--- src/rtl/grey_pkg.sv ---
// grey_pkg -- shared constants, state encoding and Gray helper for grey_scan.
//   NUM_DIGITS : digits per frame (12)
//   DIGIT_W    : width of one Gray-coded digit (5)
//   state_t    : scan FSM states
//   GLYPH_*    : 7-segment patterns, bit order gfedcba, active high
package grey_pkg;

   localparam int NUM_DIGITS = 12;
   localparam int DIGIT_W    = 5;
   localparam int IDX_W      = 4;

   typedef enum logic [1:0] {IDLE, LOAD, SHOW, BLANK} state_t;

   localparam logic [6:0] GLYPH_0   = 7'b0111111;
   localparam logic [6:0] GLYPH_1   = 7'b0000110;
   localparam logic [6:0] GLYPH_2   = 7'b1011011;
   localparam logic [6:0] GLYPH_3   = 7'b1001111;
   localparam logic [6:0] GLYPH_4   = 7'b1100110;
   localparam logic [6:0] GLYPH_5   = 7'b1101101;
   localparam logic [6:0] GLYPH_6   = 7'b1111101;
   localparam logic [6:0] GLYPH_7   = 7'b0000111;
   localparam logic [6:0] GLYPH_8   = 7'b1111111;
   localparam logic [6:0] GLYPH_9   = 7'b1101111;
   localparam logic [6:0] GLYPH_ERR = 7'b1000000;

   // Reflected Gray to binary: MSB passes through, each lower bit folds in
   // the binary bit above it.
   function automatic logic [DIGIT_W-1:0] gray2bin(input logic [DIGIT_W-1:0] g);
      logic [DIGIT_W-1:0] b;
      b[DIGIT_W-1] = g[DIGIT_W-1];
      for (int i = DIGIT_W-2; i >= 0; i--) b[i] = b[i+1] ^ g[i];
      return b;
   endfunction

endpackage

--- src/rtl/grey_digit_decode.sv ---
// grey_digit_decode -- combinational Gray digit to 7-segment glyph.
//   gray : 5-bit reflected Gray code digit
//   seg  : glyph gfedcba; values 10..31 show the error glyph (segment g)
module grey_digit_decode
   import grey_pkg::*;
(
   input  logic [DIGIT_W-1:0] gray,
   output logic [6:0]         seg
);

   logic [DIGIT_W-1:0] bin;

   always_comb begin
      bin = gray2bin(gray);
      case (bin)
         5'd0:    seg = GLYPH_0;
         5'd1:    seg = GLYPH_1;
         5'd2:    seg = GLYPH_2;
         5'd3:    seg = GLYPH_3;
         5'd4:    seg = GLYPH_4;
         5'd5:    seg = GLYPH_5;
         5'd6:    seg = GLYPH_6;
         5'd7:    seg = GLYPH_7;
         5'd8:    seg = GLYPH_8;
         5'd9:    seg = GLYPH_9;
         default: seg = GLYPH_ERR;
      endcase
   end

endmodule

--- src/rtl/grey_scan.sv ---
// grey_scan -- multiplexed scanner for twelve Gray-coded decimal digits.
// Each frame: LOAD (snapshot digits), then for idx 11..0 SHOW for DWELL
// cycles followed by one BLANK cycle. Frame = 1 + 12*(DWELL+1) cycles.
//   clk, reset  : clock, asynchronous active-high reset
//   digits      : 12 x 5-bit Gray digits, [4:0] = ones
//   scan_en     : start enable, sampled in IDLE and the final BLANK only
//   seg         : glyph gfedcba of the digit shown
//   digit_idx   : index of the digit shown (11 = MSD)
//   valid       : high while seg/digit_idx carry a digit
//   frame_start : pulse on the first SHOW cycle of a frame
//   io_out      : {frame_start, seg}
// Optional: GREY_SCAN_LZB_EN enables leading-zero blanking.
module grey_scan
   import grey_pkg::*;
#(
   parameter int DWELL = 4
) (
   input  logic                          clk,
   input  logic                          reset,
   input  logic [NUM_DIGITS*DIGIT_W-1:0] digits,
   input  logic                          scan_en,
   output logic [6:0]                    seg,
   output logic [IDX_W-1:0]              digit_idx,
   output logic                          valid,
   output logic                          frame_start,
   output logic [7:0]                    io_out
);

   localparam logic [7:0] CNT_LAST = 8'(DWELL - 1);

   state_t state, state_n;
   logic   armed;   // holds the FSM in IDLE for one edge after reset release
   logic [NUM_DIGITS-1:0][DIGIT_W-1:0] shadow;
   logic [IDX_W-1:0] idx, idx_n;
   logic [7:0]       cnt, cnt_n;
   logic [6:0]       glyph, seg_n;
   logic             valid_n;

   always_comb begin
      state_n = state;
      idx_n   = idx;
      cnt_n   = cnt;
      case (state)
         IDLE:  if (armed && scan_en) state_n = LOAD;
         LOAD:  begin
            state_n = SHOW;
            cnt_n   = '0;
         end
         SHOW:  if (cnt == CNT_LAST) begin
            state_n = BLANK;
            cnt_n   = '0;
         end else begin
            cnt_n = cnt + 8'd1;
         end
         BLANK: if (idx != '0) begin
            idx_n   = idx - 1'b1;
            state_n = SHOW;
         end else if (scan_en) begin
            state_n = LOAD;
         end else begin
            state_n = IDLE;
         end
         default: state_n = IDLE;
      endcase
      if (state_n == LOAD) idx_n = IDX_W'(NUM_DIGITS - 1);
   end

   // Outputs are registered from next-state values so they line up with
   // the state they describe. The snapshot is taken on entry to LOAD, so
   // the shadow already holds the frame when the first SHOW is decoded.
   grey_digit_decode u_dec (
      .gray (shadow[idx_n]),
      .seg  (glyph)
   );

   assign valid_n = (state_n == SHOW);

`ifdef GREY_SCAN_LZB_EN
   logic lead, blank_n;

   // lead stays set while every digit from the MSD down to i is zero;
   // the ones digit is never considered for blanking.
   always_comb begin
      lead    = 1'b1;
      blank_n = 1'b0;
      for (int i = NUM_DIGITS-1; i >= 1; i--) begin
         lead = lead && (shadow[i] == '0);
         if (idx_n == IDX_W'(i)) blank_n = lead;
      end
      seg_n = (valid_n && !blank_n) ? glyph : 7'd0;
   end
`else
   always_comb seg_n = valid_n ? glyph : 7'd0;
`endif

   always_ff @(posedge clk or posedge reset) begin
      if (reset) begin
         state       <= IDLE;
         armed       <= 1'b0;
         idx         <= '0;
         cnt         <= '0;
         shadow      <= '0;
         seg         <= '0;
         valid       <= 1'b0;
         frame_start <= 1'b0;
      end else begin
         armed       <= 1'b1;
         state       <= state_n;
         idx         <= idx_n;
         cnt         <= cnt_n;
         if (state_n == LOAD) shadow <= digits;
         seg         <= seg_n;
         valid       <= valid_n;
         frame_start <= (state == LOAD);
      end
   end

   assign digit_idx = idx;
   assign io_out    = {frame_start, seg};

endmodule
--- config.mk ---
export PLATFORM = sky130hd
export DESIGN_NAME = grey_scan
export DESIGN_NICKNAME = d
export VERILOG_FILES = /design/src/rtl/grey_pkg.sv /design/src/rtl/grey_digit_decode.sv /design/src/rtl/grey_scan.sv
export SDC_FILE = /design/constraint.sdc
export NUM_CORES = 1
export LEC_CHECK = 0
export CORE_MARGIN = 2
export CORE_UTILIZATION = 57
export CTS_CLUSTER_SIZE = 24
export DETAILED_ROUTE_END_ITERATION = 10
export GPL_TIMING_DRIVEN = 0
export PLACE_DENSITY = 0.86
export SKIP_LAST_GASP = 1
export SLEW_MARGIN = 20
export SYNTH_ARGS = -nofsm -noshare
export SYNTH_HDL_FRONTEND = slang
export SYNTH_SLANG_ARGS = --single-unit
--- constraint.sdc ---
create_clock -name clk -period 9.4 [get_ports clk]
set_input_delay 1.88 -clock clk [delete_from_list [all_inputs] [get_ports clk]]
set_output_delay 1.88 -clock clk [all_outputs]
set_load 0.02 [all_outputs]
==> results.json <==
{
  "netlist_area_um2": 4680,
  "p_per_area_nw_per_um2": 119,
  "grt_pass1_wl_um": 18400,
  "synth_edf_count": 0,
  "synth_nets": 596,
  "num_rows": 33,
  "synth_most_common_cell": "nand2_1",
  "grt_usage_pct": 27.1,
  "drc": 0,
  "drv_cap": 0,
  "dieArea_um2": 8950,
  "synth_top_area_cell": "dfrtp_1",
  "end_kind": "register",
  "fin_hold_ws_ps": 482,
  "yosysWarnings": 0,
  "rsz0062_at_grt": "no",
  "critical-path-slowest-cell": "a2111oi_0",
  "setup_viol": 0,
  "grt_overflow": 0,
  "nets": 691,
  "grt_max_degree": 49,
  "routed_wl_um": 11700,
  "tightest_slew_ps": 633,
  "skew_ps": 9.17,
  "cp_slowest_stage_delay_ps": 570,
  "dp_hpwl_um": 8670,
  "clk_pin_slew_ps": 80,
  "die_height_um": 94.6,
  "synth_common_cells": "193 x nand2_1, 84 x dfrtp_1, 24 x inv_1",
  "cp_top_family": "compound AO/OA/AOI/OAI gates",
  "max_freq_mhz": 185,
  "dp_slack_ps": 3690,
  "coreArea_um2": 8090,
  "clk_latency_ps": 360,
  "first_pass_iters": 5,
  "cts_tree": "done",
  "cts_resized": 0,
  "min_period_ps": 5410,
  "multi_input_area_um2": 2310,
  "hold_viol": 0,
  "p_leak_uw": 0.00279,
  "worstHoldPathType": "register to register",
  "worstSetupStartpointType": "input pin",
  "crit_type": "input pin to register",
  "grt_pass1_vias": 3807,
  "detail_route.wl_per_cell_um": 16.1,
  "ys_seq_area_share_pct": 44.9,
  "synth_area_leaders": "dfrtp_1 45%, nand2_1 15%, mux2i_1 3.4%",
  "synth.lib_cells_used.distinct": 74,
  "regArea_um2": 2100,
  "crit_fanout": 9,
  "crit_path_cell_trace": "clkdlybuf4s50_1, nand3_1, a32o_1, buf_4, inv_2, nand2_2, a221oi_2, o211ai_4, xor2_4, xnor2_1, ha_1, ha_1, inv_1, a2111oi_0, a211oi_2, o21a_1",
  "initial_core_util_pct": 57.8,
  "ant_nets": 0,
  "vias_per_cell": 5.67,
  "netlist_instances": 521,
  "nFillCells": 618,
  "required_ps": 9640,
  "dieWidth_um": 94.6,
  "io_pins": 84,
  "io_buffers": 83,
  "cts_buffers": 9,
  "clk_path_buf_depth": 2,
  "path_buf_inv": 4,
  "cts_htree_levels": 3,
  "drt-initial-drc-count": 242,
  "area_growth_pct": 26.3,
  "drive_gt1_share_pct": 10.3,
  "tns_ps": 0,
  "netlist.area_leader.share_pct": 44.9,
  "slew_headroom_pct": 56.6,
  "min_period_over_period_pct": 57.6,
  "final_cells": 726,
  "ir_worst_vdd_mv": 0.0779,
  "async_reset_ff_share_pct": 100,
  "antenna_cells": 0,
  "critPathMostFrequentCell": "ha_1",
  "clockRootBuffer": "clkbuf_8",
  "worst_slack_ps": 3990,
  "hold_buffers": 0,
  "finalMaxSlewViolations": 0,
  "worstPathArrival_ps": 5660,
  "vias": 4115,
  "antenna_found_initial": 0,
  "ys_ff_latch": 84,
  "dp.cells": 710,
  "yosys_most_used_dff": "dfrtp_1",
  "syn_area_per_cell_um2": 8.98,
  "gp_congestion": 0.935,
  "post_cts_buffers": 0,
  "status": "completed",
  "power_uw": 705,
  "clock-sinks": 84
}
==> worst paths after layout <==
check,start,to,slack (ps),cells after the start
worst min register to register,shadow[41],shadow[41],480,2
worst max-delay path,scan_en,seg[4],3990,16
worst max register to register,digit_idx[1],seg[4],4030,17
max in group asynchronous,reset,digit_idx[3],6920,3
min in group asynchronous,reset,shadow[48],1890,2
worst min-delay path,shadow[41],shadow[41],480,2
==> registers in the layout (all words and copies together), names as in the netlist <==
signal / flops
shadow: 60
cnt: 8
seg: 7
digit_idx: 4
state: 2
armed: 1
frame_start: 1
valid: 1
==> layer usage <==
layer	part of all wire (%)	wire (µm)	track usage (%)	vias to the layer above
met5	0	0	0	-
met4	1.7	197	8.94	0
met3	6.2	722	4.55	15
met2	49	5760	44.7	175
met1	43	4990	36.4	1977
li1	-	-	-	1948
==> worst min-delay path: stages, from the launching register on <==
cell	delay (ps)
dfrtp_1	350
nand2_1	50
nand2_1	50
==> through the flow <==
| step | instance area (µm²) | utilization [%] |
|---|---|---|
| after floorplan | 4680 | - |
| after CTS | 5910 | 73.1 |
| after global routing | 5910 | 73.1 |
| after detailed placement | 5670 | 70.1 |
| after global placement | 5640 | 69.7 |
| final | 5910 | 73.1 |
==> report_power, final <==
part,internal (µW),switching [µW]
clock network,177,132
registers,361,0.0653
logic,23.9,10.9
total,562,143
==> cells by family (layout without fill, tap and decap cells) <==
logic type                 after synthesis  after routing  synth area share (%)
AOI/OAI and AO/OA                       91             91                  17.2
xor gates and xnor gates                 4              4                  1.15
adders and majority gates               12             12                  3.21
buffers and inverters                   57            157                  5.77
DFF                                     84             84                  44.9
muxes                                   20             20                  4.38
other                                    1              1                0.0801
and+or+nand+nor                        252            252                  23.3
==> placed cells by master, fill, tap and decap left out, types with 8 or more instances in the layout <==
cell and count:
buf_4 10, inv_1 23, nand2_1 193, clkbuf_1 15, dfrtp_1 84, nor3_1 8
clkbuf_8 9, ha_1 12, clkdlybuf4s50_1 83, o21ai_0 11, nand3_1 10, a21oi_1 9
mux2i_1 16, nor2b_1 8
==> final cells by class <==
class / count / share of cell area, %
sequential: 84 / 35.5
multi-input combinational: 380 / 39.0
timing repair buffer: 84 / 14.5
inverter: 26 / 1.74
clock buffer: 10 / 2.16
buffer: 31 / 2.88
tap: 105 / 2.22
clock inverter: 6 / 1.90
Note: power is estimated with default switching activity, not from simulation.
